<file path="src/rtl/ahb_master_if.sv">
// AHB bus signals between the ahb_master initiator and a slave.
interface ahb_master_if #(
  parameter int unsigned addrWidth = 8,
  parameter int unsigned dataWidth = 32
);
  logic [1:0]           htrans;
  logic [addrWidth-1:0] haddr;
  logic                 hwrite;
  logic [2:0]           hsize;
  logic [2:0]           hburst;
  logic [dataWidth-1:0] hwdata;
  logic                 hready;
  logic [1:0]           hresp;
  logic [dataWidth-1:0] hrdata;

  modport master (output htrans, haddr, hwrite, hsize, hburst, hwdata,
                  input  hready, hresp, hrdata);
  modport slave  (input  htrans, haddr, hwrite, hsize, hburst, hwdata,
                  output hready, hresp, hrdata);
endinterface

</file>
<file path="src/rtl/ahb_master.sv">
// Single-master AHB initiator: turns a command/write-stream interface into
// pipelined SINGLE/INCR transfers, returning read beats and a completion pulse.
module ahb_master #(
  parameter int unsigned addrWidth = 8,
  parameter int unsigned dataWidth = 32
) (
  input  logic                 hclk,
  input  logic                 hresetn,
  input  logic                 cmd_valid,
  output logic                 cmd_ready,
  input  logic                 cmd_write,
  input  logic [addrWidth-1:0] cmd_addr,
  input  logic [3:0]           cmd_len,
  input  logic                 wdata_valid,
  output logic                 wdata_ready,
  input  logic [dataWidth-1:0] wdata,
  output logic                 rdata_valid,
  output logic [dataWidth-1:0] rdata,
  output logic                 done,
  output logic                 done_err,
  ahb_master_if.master         bus
);
  localparam int unsigned          BYTES = dataWidth / 8;
  localparam logic [2:0]           HSIZE = 3'($clog2(BYTES));
  localparam logic [addrWidth-1:0] STEP  = addrWidth'(BYTES);

  localparam logic [1:0] S_IDLE = 2'd0;
  localparam logic [1:0] S_ADDR = 2'd1;
  localparam logic [1:0] S_LAST = 2'd2;
  localparam logic [1:0] S_ERR  = 2'd3;

  localparam logic [1:0] T_IDLE   = 2'b00;
  localparam logic [1:0] T_BUSY   = 2'b01;
  localparam logic [1:0] T_NONSEQ = 2'b10;
  localparam logic [1:0] T_SEQ    = 2'b11;

  logic [1:0]           state, state_d;
  logic [4:0]           rem, rem_d;
  logic [addrWidth-1:0] nxt_addr, nxt_addr_d;
  logic                 wr, wr_d;
  logic                 started, started_d;
  logic [dataWidth-1:0] wpend, wpend_d;
  logic                 dp_act, dp_act_d;
  logic                 dp_rd, dp_rd_d;
  logic [1:0]           htrans, htrans_d;
  logic [addrWidth-1:0] haddr, haddr_d;
  logic                 hwrite, hwrite_d;
  logic [2:0]           hburst, hburst_d;
  logic [dataWidth-1:0] hwdata, hwdata_d;
  logic [dataWidth-1:0] rdata_d;
  logic                 rdata_valid_d, done_d, done_err_d;
  logic                 err;

  assign cmd_ready   = (state == S_IDLE);
  assign err         = dp_act && !bus.hready && (bus.hresp != 2'b00);
  assign bus.htrans  = htrans;
  assign bus.haddr   = haddr;
  assign bus.hwrite  = hwrite;
  assign bus.hsize   = HSIZE;
  assign bus.hburst  = hburst;
  assign bus.hwdata  = hwdata;

  // Next-state and registered-output logic; AHB outputs only move on hready edges.
  always_comb begin
    state_d       = state;
    rem_d         = rem;
    nxt_addr_d    = nxt_addr;
    wr_d          = wr;
    started_d     = started;
    wpend_d       = wpend;
    dp_act_d      = dp_act;
    dp_rd_d       = dp_rd;
    htrans_d      = htrans;
    haddr_d       = haddr;
    hwrite_d      = hwrite;
    hburst_d      = hburst;
    hwdata_d      = hwdata;
    rdata_d       = rdata;
    rdata_valid_d = 1'b0;
    done_d        = 1'b0;
    done_err_d    = 1'b0;
    wdata_ready   = 1'b0;

    if (state == S_IDLE && cmd_valid) begin
      state_d    = S_ADDR;
      rem_d      = 5'(cmd_len) + 5'd1;
      nxt_addr_d = cmd_addr;
      wr_d       = cmd_write;
      started_d  = 1'b0;
      hburst_d   = (cmd_len == 4'd0) ? 3'b000 : 3'b001;
    end

    unique case (state)
      S_IDLE, S_ADDR: begin
        if (err) begin
          state_d  = S_ERR;
          htrans_d = T_IDLE;
          rem_d    = 5'd0;
        end else if (bus.hready && state_d == S_ADDR) begin
          dp_act_d = htrans[1];
          dp_rd_d  = !hwrite;
          if (htrans[1] && hwrite) hwdata_d = wpend;
          if (dp_act && dp_rd && bus.hresp == 2'b00) begin
            rdata_valid_d = 1'b1;
            rdata_d       = bus.hrdata;
          end
          if (rem_d != 5'd0) begin
            hwrite_d = wr_d;
            haddr_d  = nxt_addr_d;
            if (!wr_d || wdata_valid) begin
              wdata_ready = wr_d;
              htrans_d    = started_d ? T_SEQ : T_NONSEQ;
              if (wr_d) wpend_d = wdata;
              nxt_addr_d  = nxt_addr_d + STEP;
              rem_d       = rem_d - 5'd1;
              started_d   = 1'b1;
            end else begin
              // write stream stalled: BUSY mid-burst, nothing before the first beat
              htrans_d = started_d ? T_BUSY : T_IDLE;
            end
          end else begin
            htrans_d = T_IDLE;
            state_d  = S_LAST;
          end
        end
      end
      S_LAST: begin
        if (err) begin
          state_d = S_ERR;
        end else if (bus.hready) begin
          if (dp_rd && bus.hresp == 2'b00) begin
            rdata_valid_d = 1'b1;
            rdata_d       = bus.hrdata;
          end
          dp_act_d = 1'b0;
          state_d  = S_IDLE;
          done_d   = 1'b1;
        end
      end
      S_ERR: begin
        if (bus.hready) begin
          dp_act_d   = 1'b0;
          state_d    = S_IDLE;
          done_d     = 1'b1;
          done_err_d = 1'b1;
        end
      end
    endcase
  end

  always_ff @(posedge hclk or negedge hresetn) begin
    if (!hresetn) begin
      state       <= S_IDLE;
      rem         <= 5'd0;
      nxt_addr    <= '0;
      wr          <= 1'b0;
      started     <= 1'b0;
      wpend       <= '0;
      dp_act      <= 1'b0;
      dp_rd       <= 1'b0;
      htrans      <= T_IDLE;
      haddr       <= '0;
      hwrite      <= 1'b0;
      hburst      <= 3'b000;
      hwdata      <= '0;
      rdata       <= '0;
      rdata_valid <= 1'b0;
      done        <= 1'b0;
      done_err    <= 1'b0;
    end else begin
      state       <= state_d;
      rem         <= rem_d;
      nxt_addr    <= nxt_addr_d;
      wr          <= wr_d;
      started     <= started_d;
      wpend       <= wpend_d;
      dp_act      <= dp_act_d;
      dp_rd       <= dp_rd_d;
      htrans      <= htrans_d;
      haddr       <= haddr_d;
      hwrite      <= hwrite_d;
      hburst      <= hburst_d;
      hwdata      <= hwdata_d;
      rdata       <= rdata_d;
      rdata_valid <= rdata_valid_d;
      done        <= done_d;
      done_err    <= done_err_d;
    end
  end
endmodule

</file>
<file path="src/flat_wrapper.sv">
// flat-port wrapper written by rule: the top's interface ports become plain ports
module ahb_master_flat 
#(
  parameter int unsigned addrWidth = 8,
  parameter int unsigned dataWidth = 32
)
  (hclk, hresetn, cmd_valid, cmd_ready, cmd_write, cmd_addr, cmd_len, wdata_valid, wdata_ready, wdata, rdata_valid, rdata, done, done_err, bus_htrans, bus_haddr, bus_hwrite, bus_hsize, bus_hburst, bus_hwdata, bus_hready, bus_hresp, bus_hrdata);
  ahb_master_if #(.addrWidth(addrWidth), .dataWidth(dataWidth)) bus_i ();
  input  logic hclk;
  input  logic hresetn;
  input  logic cmd_valid;
  output logic cmd_ready;
  input  logic cmd_write;
  input  logic [addrWidth-1:0] cmd_addr;
  input  logic [3:0] cmd_len;
  input  logic wdata_valid;
  output logic wdata_ready;
  input  logic [dataWidth-1:0] wdata;
  output logic rdata_valid;
  output logic [dataWidth-1:0] rdata;
  output logic done;
  output logic done_err;
  output wire logic [$bits(bus_i.htrans)-1:0] bus_htrans;
  output wire logic [$bits(bus_i.haddr)-1:0] bus_haddr;
  output wire logic [$bits(bus_i.hwrite)-1:0] bus_hwrite;
  output wire logic [$bits(bus_i.hsize)-1:0] bus_hsize;
  output wire logic [$bits(bus_i.hburst)-1:0] bus_hburst;
  output wire logic [$bits(bus_i.hwdata)-1:0] bus_hwdata;
  input wire logic [$bits(bus_i.hready)-1:0] bus_hready;
  input wire logic [$bits(bus_i.hresp)-1:0] bus_hresp;
  input wire logic [$bits(bus_i.hrdata)-1:0] bus_hrdata;
  assign bus_htrans = bus_i.htrans;
  assign bus_haddr = bus_i.haddr;
  assign bus_hwrite = bus_i.hwrite;
  assign bus_hsize = bus_i.hsize;
  assign bus_hburst = bus_i.hburst;
  assign bus_hwdata = bus_i.hwdata;
  assign bus_i.hready = bus_hready;
  assign bus_i.hresp = bus_hresp;
  assign bus_i.hrdata = bus_hrdata;
  ahb_master #(.addrWidth(addrWidth), .dataWidth(dataWidth)) u_core (.hclk(hclk), .hresetn(hresetn), .cmd_valid(cmd_valid), .cmd_ready(cmd_ready), .cmd_write(cmd_write), .cmd_addr(cmd_addr), .cmd_len(cmd_len), .wdata_valid(wdata_valid), .wdata_ready(wdata_ready), .wdata(wdata), .rdata_valid(rdata_valid), .rdata(rdata), .done(done), .done_err(done_err), .bus(bus_i));
endmodule
</file>
<file path="config.mk">
export PLATFORM = sky130hd
export DESIGN_NAME = ahb_master_flat
export DESIGN_NICKNAME = d
export VERILOG_FILES = /design/src/rtl/ahb_master_if.sv /design/src/rtl/ahb_master.sv /design/src/flat_wrapper.sv
export SDC_FILE = /design/constraint.sdc
export NUM_CORES = 1
export LEC_CHECK = 0
export CORE_MARGIN = 2
export CORE_UTILIZATION = 45
export CTS_CLUSTER_SIZE = 8
export DETAILED_ROUTE_END_ITERATION = 10
export PLACE_DENSITY = 0.79
export SYNTH_ARGS = -nofsm -noshare
export SYNTH_HDL_FRONTEND = slang
export SYNTH_SLANG_ARGS = --single-unit
</file>
<file path="constraint.sdc">
create_clock -name hclk -period 7.3 [get_ports hclk]
set_input_delay 1.825 -clock hclk [delete_from_list [all_inputs] [get_ports hclk]]
set_output_delay 1.825 -clock hclk [all_outputs]
set_load 0.02 [all_outputs]
</file>
==> results of run 1 <==
## layout by cell type, fill, tap and decap left out, types with 2 or more instances in the layout
| master | synthesis | layout |
|---|---|---|
| nand3_1 | 5 | 5 |
| dfrtp_1 | 130 | 130 |
| a211oi_1 | 2 | 2 |
| mux2i_1 | 11 | 11 |
| or2_2 | 2 | 2 |
| o21ai_0 | 9 | 9 |
| xnor2_1 | 3 | 3 |
| conb_1 | 2 | 5 |
| clkbuf_16 | 0 | 17 |
| bufinv_16 | 0 | 4 |
| inv_1 | 12 | 12 |
| buf_4 | 6 | 7 |
| clkdlybuf4s50_1 | 0 | 163 |
| a21oi_1 | 2 | 2 |
| nor2_1 | 11 | 10 |
| clkinv_2 | 0 | 2 |
| o21a_1 | 2 | 2 |
| mux2_2 | 76 | 76 |
| nor3_1 | 4 | 4 |
| mux2_4 | 29 | 29 |
| xor2_1 | 6 | 6 |
| nand2_1 | 25 | 25 |
| o211ai_1 | 7 | 7 |
| clkbuf_8 | 0 | 6 |
| ha_1 | 5 | 5 |
## worst max path at each step
stage	startpoint	end	slack [ns]	cells after the start
after floorplan	cmd_valid	wdata_ready	1.77	10
after global placement	cmd_valid	wdata_ready	0.84	11
after detailed placement	cmd_valid	wdata_ready	0.79	11
after CTS	cmd_valid	wdata_ready	0.77	11
after global routing	cmd_valid	wdata_ready	0.61	11
final	cmd_valid	wdata_ready	0.78	11
## worst max-delay path: stages
cell	delay, ns
clkdlybuf4s50_1	0.52
or3b_1	0.42
buf_4	0.23
nand2_1	0.08
o21ai_0	0.11
inv_1	0.11
ha_1	0.17
nand2_1	0.29
o2111ai_4	0.34
inv_1	0.06
clkdlybuf4s50_1	0.54
## per-layer routing
layer | vias to the layer above | share of wire [%] | track usage [%]
met2 | 128 | 50 | 32.0
met1 | 1805 | 41 | 23.9
met4 | 0 | 1.3 | 6.91
li1 | 1690 | - | -
met5 | - | 0 | 0
met3 | 17 | 7.3 | 7.43
## metrics by stage
step	power (mW)	cell area, µm²	util (%)	hold slack (ns)	instances
detailed placement	2.76	7320	60.7	0.463	708
finish	3.67	7980	66.2	0.470	740
floorplan	2.13	5570	-	0.437	392
global route	3.87	7980	66.2	0.501	740
global placement	2.70	7320	60.7	0.454	708
CTS	3.71	7980	66.2	0.474	740
## kinds of logic (layout without fill, tap and decap cells)
group	after synthesis	in the layout	synth area share (%)
compound gates	36	36	5.26
xor+xnor	9	9	1.42
fa+ha+maj	5	5	1.12
buf+inv	34	214	3.46
flops	130	130	58.5
mux	116	116	25.2
other cells	2	5	0.135
simple gates	57	57	4.90
## cell type report
| class | instances | share of cell area [%] |
|---|---|---|
| clock buffer | 24 | 6.41 |
| clock inverter | 8 | 1.83 |
| inverter | 12 | 0.564 |
| multi-input combinational | 228 | 26.7 |
| sequential | 130 | 40.8 |
| tap | 168 | 2.63 |
| timing repair buffer | 170 | 21.1 |
## power by group
part	switching [mW]	total (mW)	internal [mW]
Combinational	0.688	1.48	0.795
Clock	0.298	0.923	0.626
Sequential	0.194	1.26	1.07
Total	1.18	3.67	2.49
## sequential cells by signal (all words and copies together), names as in the netlist, 2 cells and up
name	flops
u_core.bus.hwdata	32
u_core.rdata	32
u_core.wpend	32
u_core.bus.haddr	8
u_core.nxt_addr	8
u_core.rem	5
u_core.bus.htrans	2
u_core.state	2
==> key figures, run 1 <==
Logic synthesis
  • Post-Synthesis Cells: about 390
  • Synth Flop Type: dfrtp_1
  • Yosys top cell area share: slightly below 60%
  • Synthesized cell area: between 5000 and 6000 µm²
  • Yosys cell types: 48
  • Largest area contributor in the netlist: dfrtp_1
  • Most common cell in the netlist: dfrtp_1
  • Post-synth ARST share: 100%
  • Synth top area cells: dfrtp_1 (58%), mux2_2 (15%), mux2_4 (7.8%)
  • Top post-synthesis cells by count: dfrtp_1 (130), mux2_2 (76), mux2_4 (29)
  • Sequential-to-total area share from yosys stat: 58.5%
  • Number of synthesized flops with an enable pin: 0
  • Syn Area/Cell: 14.3 µm²
  • Yosys warns: 0
  • FF+latch count, synth: 130

Setup path
  • WS Path Type: input pin to output port
  • Req. time, crit path: approximately 5.5 ns
  • CP max FO: 14
  • Worst reg-to-reg setup slack: a little under 4 ns
  • Arrival time of the worst setup path: about 4.7 ns
  • R2R Path End: u_core.wpend[18]
  • R2r worst-path depth: 10
  • FF-to-FF Start: u_core.state[1]
  • Worst setup EP type: output port
  • Startpoint types: input pin

Cells and area
  • Share of layout cells above drive strength 1: between 20% and 30%
  • Multi-input gate area: roughly 2100 µm²
  • Storage cell area: 3250 µm²
  • Nets@finish: ~650
  • Layout area overhead: 43.5%
  • Layout fillers: roughly 900
  • Diode count: 0

Global route
  • Total gr overflow: 0
  • Vias in the first global route: a little under 4000
  • GRT Total Usage: between 10% and 20%
  • Initial antenna violation count: 0
  • First-pass GRT wire length: between 15000 and 20000 µm
  • Largest net degree at the start of global routing: slightly below 90

Power and ir drop
  • Leak: between 3 and 4 nW
  • Peak VDD IR: approximately 0.2 mV
  • Pwr Density: approximately 460 nW/µm²

Floorplan
  • Io pins: between 150 and 200
  • Die Y: 115 µm
  • Core area: 12100 µm²
  • Initial core utilization: a little under half
  • # rows: 40
  • Die width: around 120 µm
  • Full die area: 13300 µm²

Timing
  • Max frequency: between 150 and 200 MHz
  • Final Hold Fails: 0
  • Setup_tns: 0 ns
  • Final setup violation count: 0
  • Post-route setup slack: between 0.7 and 0.8 ns
  • Final Skew: approximately 0.0061 ns
  • Worst-margin pin slew: between 1 and 1.5 ns
  • Unrepaired setup endpoints after global routing: no
  • Final critical-path required period: 6.52 ns
  • Final slew viol count: 0
  • Slew HR: approximately 30%
  • Final Cycle Share: roughly nine tenths

Min path
  • Type of the worst min-delay path: flip-flop to flip-flop
  • Min-Delay Path Depth: 2
  • Hold path endpoint: u_core.started
  • Hold_sp: u_core.started

Clock tree
  • Clk Latency, worst-skew pair: 0.41 ns
  • Root Buffer: clkbuf_16
  • CTS Sinks: 130
  • Total CTS buffers: 17
  • Clock transition time at the flip-flop clock pins of the worst setup and hold paths: 0.05 ns
  • Post-CTS Resized: 0
  • Longest Clk Path Bufs: 2
  • Number of setup buffers added after CTS: 0
  • Hold_buf cts: 0
  • CTS tree: yes
  • H-tree levels: 4

Routing
  • Vias post-DR: roughly 3600
  • TritonRoute pass-1 iters: 4
  • Mean routed wirelength per cell: roughly 17 µm
  • Routed WL: 12300 µm
  • # DRC: 0
  • Drt first-iter violations: around 120
  • Vias per cell: around 4.9
  • Routed Antenna Nets: 0

Job
  • Number of max-cap violations: 0

Placed design
  • Final GP Congestion: 0.927
  • Post-DP HPWL: 8500 µm
  • Port bufs: 164
  • Setup WS pre-CTS: approximately 0.8 ns

Status
  • Outcome: completed
Power figures use the tool's default switching activity.
==> run 2: changes to the inputs <==
Settings changed: ABC_CLOCK_PERIOD_IN_PS set to 7300, CORE_MARGIN 2 to 4.
==> run 2 against run 1 <==
  * Via count grew 0.93%
  * Final area is 1.5% lower
  * Clock skew rose by 0.0019 ns
  * Worst setup slack better by 0.0030 ns
  * Worst hold slack improved by 0.0015 ns
  * Sequential power about the same
  * First-iteration DRC count rose by 77%
  * Sequential share of layout area increased by 0.63 points
  * Clock power is 16% lower
  * Register-to-register slack improved by 0.18 ns
  * Non-clock buffer count decreased by 1
  * Critical endpoint unchanged
==> key figures, run 2 (same netlist as run 1, synthesis figures left out) <==
Power and ir drop
  • Internal: 2.35 mW (was 2.49 mW)
  • Clock share of power: 22.0% (was 25.2%)
  • Net Sw Frac: 33.1% (was 32.2%)
  • Peak VDD IR: 0.222 mV (was 0.205 mV)
  • Pwr Density: 448 nW/µm² (was 460 nW/µm²)
  • Combinational fraction of design power: 42.3% (was 40.4%)
  • Net Sw Power: 1.17 mW (was 1.18 mW)
  • Leak: 3.55 nW (was 3.61 nW)
  • Flop pwr share: 35.7% (was 34.4%)

Min path
  • Hold path endpoint: u_core.nxt_addr[0] (was u_core.started)
  • Type of the worst min-delay path: flip-flop to flip-flop (unchanged)
  • Min-Delay Path Depth: 2 (unchanged)
  • Hold_sp: u_core.nxt_addr[0] (was u_core.started)

Clock tree
  • Hold_buf cts: 0 (unchanged)
  • Clk Latency, worst-skew pair: 0.41 ns (about the same)
  • H-tree levels: 4 (unchanged)
  • CTS Sinks: 130 (unchanged)
  • Longest Clk Path Bufs: 2 (unchanged)
  • CTS tree: yes (unchanged)
  • Post-CTS Resized: 0 (unchanged)
  • Root Buffer: clkbuf_16 (unchanged)
  • Number of setup buffers added after CTS: 0 (unchanged)
  • Clock transition time at the flip-flop clock pins of the worst setup and hold paths: 0.05 ns (about the same)
  • Total CTS buffers: 17 (unchanged)

Global route
  • Largest net degree at the start of global routing: 80 (was 87)
  • Total gr overflow: 0 (unchanged)
  • First-pass GRT wire length: 20500 µm (was 19800 µm)
  • GRT Total Usage: 18.4% (was 19.6%)
  • Vias in the first global route: 4061 (was 3875)
  • Initial antenna violation count: 0 (unchanged)

Timing
  • Unrepaired setup endpoints after global routing: no (unchanged)
  • Final Skew: 0.00793 ns (was 0.00605 ns)
  • Worst-margin pin slew: 0.966 ns (was 1.05 ns)
  • Max frequency: 153 MHz (about the same)
  • Final setup violation count: 0 (unchanged)
  • Slew HR: 35.6% (was 29.8%)
  • Final critical-path required period: 6.52 ns (about the same)
  • Final Cycle Share: 89.3% (about the same)
  • Final slew viol count: 0 (unchanged)
  • Setup_tns: 0 ns (unchanged)
  • Final Hold Fails: 0 (unchanged)

Cells and area
  • Layout area overhead: 41.3% (was 43.5%)
  • Nets@finish: 647 (was 648)
  • Post-Route Utilization: 65.2% (was 66.2%)
  • Layout fillers: 920 (was 885)
  • Commonest cells after routing, fill and taps aside: clkdlybuf4s50_1 (163), dfrtp_1 (130), mux2_2 (76), mux2_4 (29), nand2_1 (25) (unchanged)
  • Biggest regs: u_core.bus.hwdata x32, u_core.rdata x32, u_core.wpend x32 (unchanged)
  • Commonest non-fill, non-tap cell in the layout: clkdlybuf4s50_1 (unchanged)
  • Diode count: 0 (unchanged)
  • Share of layout cells above drive strength 1: 25.8% (was 26.7%)

Setup path
  • Startpoint types: input pin (unchanged)
  • WS Path Type: input pin to output port (unchanged)
  • Worst reg-to-reg setup slack: 4.07 ns (was 3.89 ns)
  • Req. time, crit path: 5.48 ns (about the same)
  • FF-to-FF Start: u_core.state[1] (unchanged)
  • R2R Path End: u_core.wpend[20] (was u_core.wpend[18])
  • R2r worst-path depth: 7 (was 10)
  • CP max FO: 11 (was 14)
  • Arrival time of the worst setup path: 4.69 ns (was 4.70 ns)
  • Worst setup EP type: output port (unchanged)

Routing
  • DRT met1 WL: 4850 µm (was 5040 µm)
  • Top layer used by detailed routing: met4 (unchanged)
  • DR WL met3: 936 µm (was 898 µm)
  • Drt first-iter violations: 211 (was 119)
  • Met2 routed WL: 6550 µm (was 6220 µm)
  • Vias per cell: 4.99 (was 4.92)
  • TritonRoute pass-1 iters: 5 (was 4)
  • Vias post-DR: 3674 (was 3640)
  • Mean routed wirelength per cell: 17.0 µm (was 16.6 µm)
  • Routed Antenna Nets: 0 (unchanged)
  • Routed WL: 12500 µm (was 12300 µm)
  • # DRC: 0 (unchanged)

Floorplan
  • Core area: 12100 µm² (unchanged)
  • Initial core utilization: 46.1% (unchanged)
  • Full die area: 14200 µm² (was 13300 µm²)
  • Io pins: 170 (unchanged)
  • Die Y: 119 µm (was 115 µm)
  • Die width: 119 µm (was 115 µm)
  • # rows: 40 (unchanged)

Job
  • Number of max-cap violations: 0 (unchanged)

Status
  • Outcome: completed (unchanged)

Placed design
  • Final GP Congestion: 0.904 (was 0.927)
  • Post-DP HPWL: 8990 µm (was 8500 µm)
  • Port bufs: 164 (unchanged)
-- run 2: cell type report --
type	count	area, µm²	area share, %
Multi-Input combinational cell	228	2130	27.2
Clock buffer	25	485	6.18
Tap cell	168	210	2.67
Clock inverter	5	53.8	0.685
Inverter	12	45.0	0.573
Timing Repair Buffer	169	1680	21.3
Sequential cell	130	3250	41.4
-- run 2: power groups by stage --
stage | sequential [mW] | clock, mW | combinational [mW]
after floorplan | 1.48 | 0 | 0.656
after global placement | 1.25 | 0 | 1.46
after detailed placement | 1.27 | 0 | 1.50
after CTS | 1.26 | 0.794 | 1.51
after global routing | 1.31 | 0.831 | 1.59
final | 1.26 | 0.774 | 1.49
-- run 2: how the worst max path moves through the flow --
stage | endpoint | slack (ns) | startpoint
2_1_floorplan | wdata_ready | 1.77 | cmd_valid
5_1_grt | wdata_ready | 0.59 | cmd_valid
3_5_place_dp | wdata_ready | 0.80 | cmd_valid
4_1_cts | wdata_ready | 0.77 | cmd_valid
6_report | wdata_ready | 0.78 | cmd_valid
3_3_place_gp | wdata_ready | 0.88 | cmd_valid
-- run 2: through the flow --
step	instance area (µm²)	setup WS (ns)	cells	total power, mW	hold WS, ns
2_1_floorplan	5570	1.77	392	2.13	0.437
3_3_place_gp	7320	0.881	707	2.70	0.457
3_5_place_dp	7320	0.800	707	2.77	0.467
4_1_cts	7860	0.773	737	3.57	0.480
5_1_grt	7860	0.594	737	3.72	0.513
6_report	7860	0.783	737	3.52	0.472
-- run 2: worst max-delay path, cell delays in order --
cell	delay, ns
clkdlybuf4s50_1	0.52
or3b_1	0.43
o21ai_0	0.31
inv_1	0.12
ha_1	0.22
nand2_1	0.37
o2111ai_4	0.19
inv_1	0.09
clkdlybuf4s50_1	0.61
-- run 2: routing by layer --
layer / up-vias / GRT usage (%)
met5: - / 0
met4: 0 / 6.88
met3: 24 / 7.17
met2: 145 / 30.9
met1: 1814 / 21.1
li1: 1691 / -
==> patch: new RTL, flow settings as in run 2 <==
`nxt_addr`, `haddr`, `hwdata` and `rdata` no longer have a reset.
--- a/src/rtl/ahb_master.sv
+++ b/src/rtl/ahb_master.sv
@@ -152,40 +152,39 @@
     if (!hresetn) begin
       state       <= S_IDLE;
       rem         <= 5'd0;
-      nxt_addr    <= '0;
       wr          <= 1'b0;
       started     <= 1'b0;
       wpend       <= '0;
       dp_act      <= 1'b0;
       dp_rd       <= 1'b0;
       htrans      <= T_IDLE;
-      haddr       <= '0;
       hwrite      <= 1'b0;
       hburst      <= 3'b000;
-      hwdata      <= '0;
-      rdata       <= '0;
       rdata_valid <= 1'b0;
       done        <= 1'b0;
       done_err    <= 1'b0;
     end else begin
       state       <= state_d;
       rem         <= rem_d;
-      nxt_addr    <= nxt_addr_d;
       wr          <= wr_d;
       started     <= started_d;
       wpend       <= wpend_d;
       dp_act      <= dp_act_d;
       dp_rd       <= dp_rd_d;
       htrans      <= htrans_d;
-      haddr       <= haddr_d;
       hwrite      <= hwrite_d;
       hburst      <= hburst_d;
-      hwdata      <= hwdata_d;
-      rdata       <= rdata_d;
       rdata_valid <= rdata_valid_d;
       done        <= done_d;
       done_err    <= done_err_d;
     end
   end
+
+  always_ff @(posedge hclk) begin
+    nxt_addr <= nxt_addr_d;
+    haddr    <= haddr_d;
+    hwdata   <= hwdata_d;
+    rdata    <= rdata_d;
+  end
 endmodule
 
Formal check against the unedited RTL: not equivalent (a bounded check fails within 4 cycles, from zero or initial values and one cycle with hresetn low).
==> patch against run 2 <==
Synthesized area is 9.2% lower. Register-to-register slack worse by 0.25 ns. Non-clock buffer count is 1 higher. Count of clock-buffer cells in the layout is 4 lower. Maximum frequency is 0.98% lower. Cell area is 5.2% lower. Clock skew is 0.0025 ns higher. Worst setup slack worse by 0.065 ns. Sequential share of layout area is 6.6 points higher. Utilization is 3.3 points higher. Routed wire length is 7.5% lower. Cell count is 12% lower. Sequential cell count stayed put. Critical path type unchanged.
Power is not compared: it rests on default switching activity, and its combinational part moved more than twofold at a synthesized area within 25%.
==> patch: results (changes against run 2) <==
INFO  metric worst_hold_path_type = flop to flop
INFO  metric post_cts_resized = 0 (unchanged)
INFO  metric count_of_fill_cells_added_during_filler_insertion = 754 (-18%)
INFO  metric synth_ff_type = sky130_fd_sc_hd__edfxtp_1
INFO  metric unique_cell_type_count_in_the_yosys_netlist = 45 (-6.3%)
INFO  metric run_status = completed
INFO  metric fin_worst_skew = 0.0105 ns (+0.00254 ns)
INFO  metric postSynth.asyncResetShare = 38.5% (-62 points)
INFO  metric syn_avg_cell_area = 15.8 um2 (+10%)
INFO  metric pre_repair_dr_iteration_count = 4 (-1)
INFO  metric clock_area_share = 8.55% (+1.7 points)
INFO  metric vdd_ir_drop_max = ~180 uV
INFO  metric clk_latency = 0.51 ns (+0.10 ns)
INFO  metric route.detailed.vias_per_inst = 4.89 (-2.0%)
INFO  metric vias_in_the_first_global_route = 3,229 (-20%)
INFO  metric cts_max_level = 4 (unchanged)
INFO  metric instances_no_fill = 650 (-12%)
INFO  metric layout-drive-gt1-share = 16.3% (-9.6 points)
INFO  metric synth_top_cells_by_area = sky130_fd_sc_hd__edfxtp_1, sky130_fd_sc_hd__dfrtp_1, sky130_fd_sc_hd__mux2_4
INFO  metric seq_area_share = 48.0% (+6.6 points)
INFO  metric dp.cells = 618 (-13%)
INFO  metric netlist_top_cells_count = sky130_fd_sc_hd__edfxtp_1, sky130_fd_sc_hd__dfrtp_1, sky130_fd_sc_hd__nand2_1
INFO  metric nNonClkBuffers = 170 (+0.59%)
INFO  metric inverters = 6 (-6)
INFO  metric wire_length_of_the_first_global_routing_pass = 17.9 mm (-13%)
INFO  metric area_growth_syn_to_fin = 47.6%
INFO  metric multiInputCombCellCount = 172 (-25%)
INFO  metric worst_ep_arrival_time = 4.76 ns (+0.07 ns)
INFO  metric ant_nets = 0 (unchanged)
INFO  metric detail_route.wirelength = 11.6 mm (-7.5%)
INFO  metric placed_cell_area = 6820 um2 (-6.9%)
INFO  metric synth.yosys.seq_area_share = 70.8% (+12 points)
INFO  metric grt.total_usage = 18.1% (-0.25 points)
INFO  metric synth_edf_count = 72 (+72)
INFO  metric antenna_cells_inserted = 0 (unchanged)
INFO  metric layout.clock_buffers = 21 (-16%)
INFO  metric max_stage_delay = 0.56 ns (-0.05 ns)
INFO  metric drt_iter0_drc = 200 (-5.2%)
INFO  metric preCtsSetupSlack = 0.729 ns (-0.0713 ns)
INFO  metric multi_input_combinational_area_share = 18.3% (-8.9 points)
INFO  metric timing.critical_path.max_delay_family = buffers and inverters
INFO  metric final_net_count = 586 (-9.4%)
INFO  metric crit_path_max_fanout = 12 (+1)
INFO  metric maxSlewHeadroom = 48.9% (+13 points)
INFO  metric non_clock_buffer_area_share = 22.6% (+1.2 points)
INFO  metric place.detailed.hpwl = 8.10 mm (-10%)
INFO  metric pin_count_of_the_biggest_net_entering_global_routing = 51 (-36%)
INFO  metric globalplace.congestion = 0.799 (-12%)
INFO  metric ctsRootBufferMaster = sky130_fd_sc_hd__clkbuf_8
INFO  metric hold_startpoint = u_core.wpend[26]
==> patch: cell count changes in the layout (fill, tap and decap cells not counted), moves of 7 or more <==
cell / run 2 / this run
sky130_fd_sc_hd__nand2_1: 25 / 37
sky130_fd_sc_hd__dfrtp_1: 130 / 50
sky130_fd_sc_hd__mux2_2: 76 / 7
sky130_fd_sc_hd__mux2i_1: 11 / 4
sky130_fd_sc_hd__o211ai_1: 7 / 0
sky130_fd_sc_hd__dfxtp_1: 0 / 8
sky130_fd_sc_hd__inv_1: 12 / 5
sky130_fd_sc_hd__edfxtp_1: 0 / 72
==> patch: kinds of logic after synthesis <==
kind of cell               after synthesis  share of synthesized area, %
DFF                                    130                          70.8
and+or+nand+nor                         85                          9.12
muxes                                   40                          11.0
AOI/OAI and AO/OA                       27                          3.49
buffers and inverters                   21                          2.53
xor gates and xnor gates                10                          1.73
adders and majority gates                5                          1.24
other                                    2                         0.149
==> patch: worst paths after layout <==
check | endpoint | slack, ns | cells after the start
min | u_core.bus.hwdata[26] | 0.45 | 0
max reg2reg | u_core.wpend[3] | 3.82 | 9
min in group asynchronous | u_core.wpend[14] | 1.42 | 2
max | wdata_ready | 0.72 | 10
min reg2reg | u_core.bus.hwdata[26] | 0.45 | 0
max in group asynchronous | u_core.wr | 5.44 | 2
==> patch: layer usage <==
metal | part of all wire [%] | routed length [um] | GRT usage (%) | up-vias
met5 | 0 | 0 | 0 | -
met2 | 51 | 5900 | 30.1 | 128
met3 | 8.4 | 971 | 5.04 | 12
met1 | 39 | 4520 | 22.4 | 1541
met4 | 1.7 | 193 | 7.21 | 0
li1 | - | - | - | 1496
==> patch: report_power, final <==
part / switching, mW / internal [mW] / total, mW
Clock: 0.319 / 0.562 / 0.881
Sequential: 0.111 / 1.02 / 1.13
Combinational: 0.351 / 0.384 / 0.735
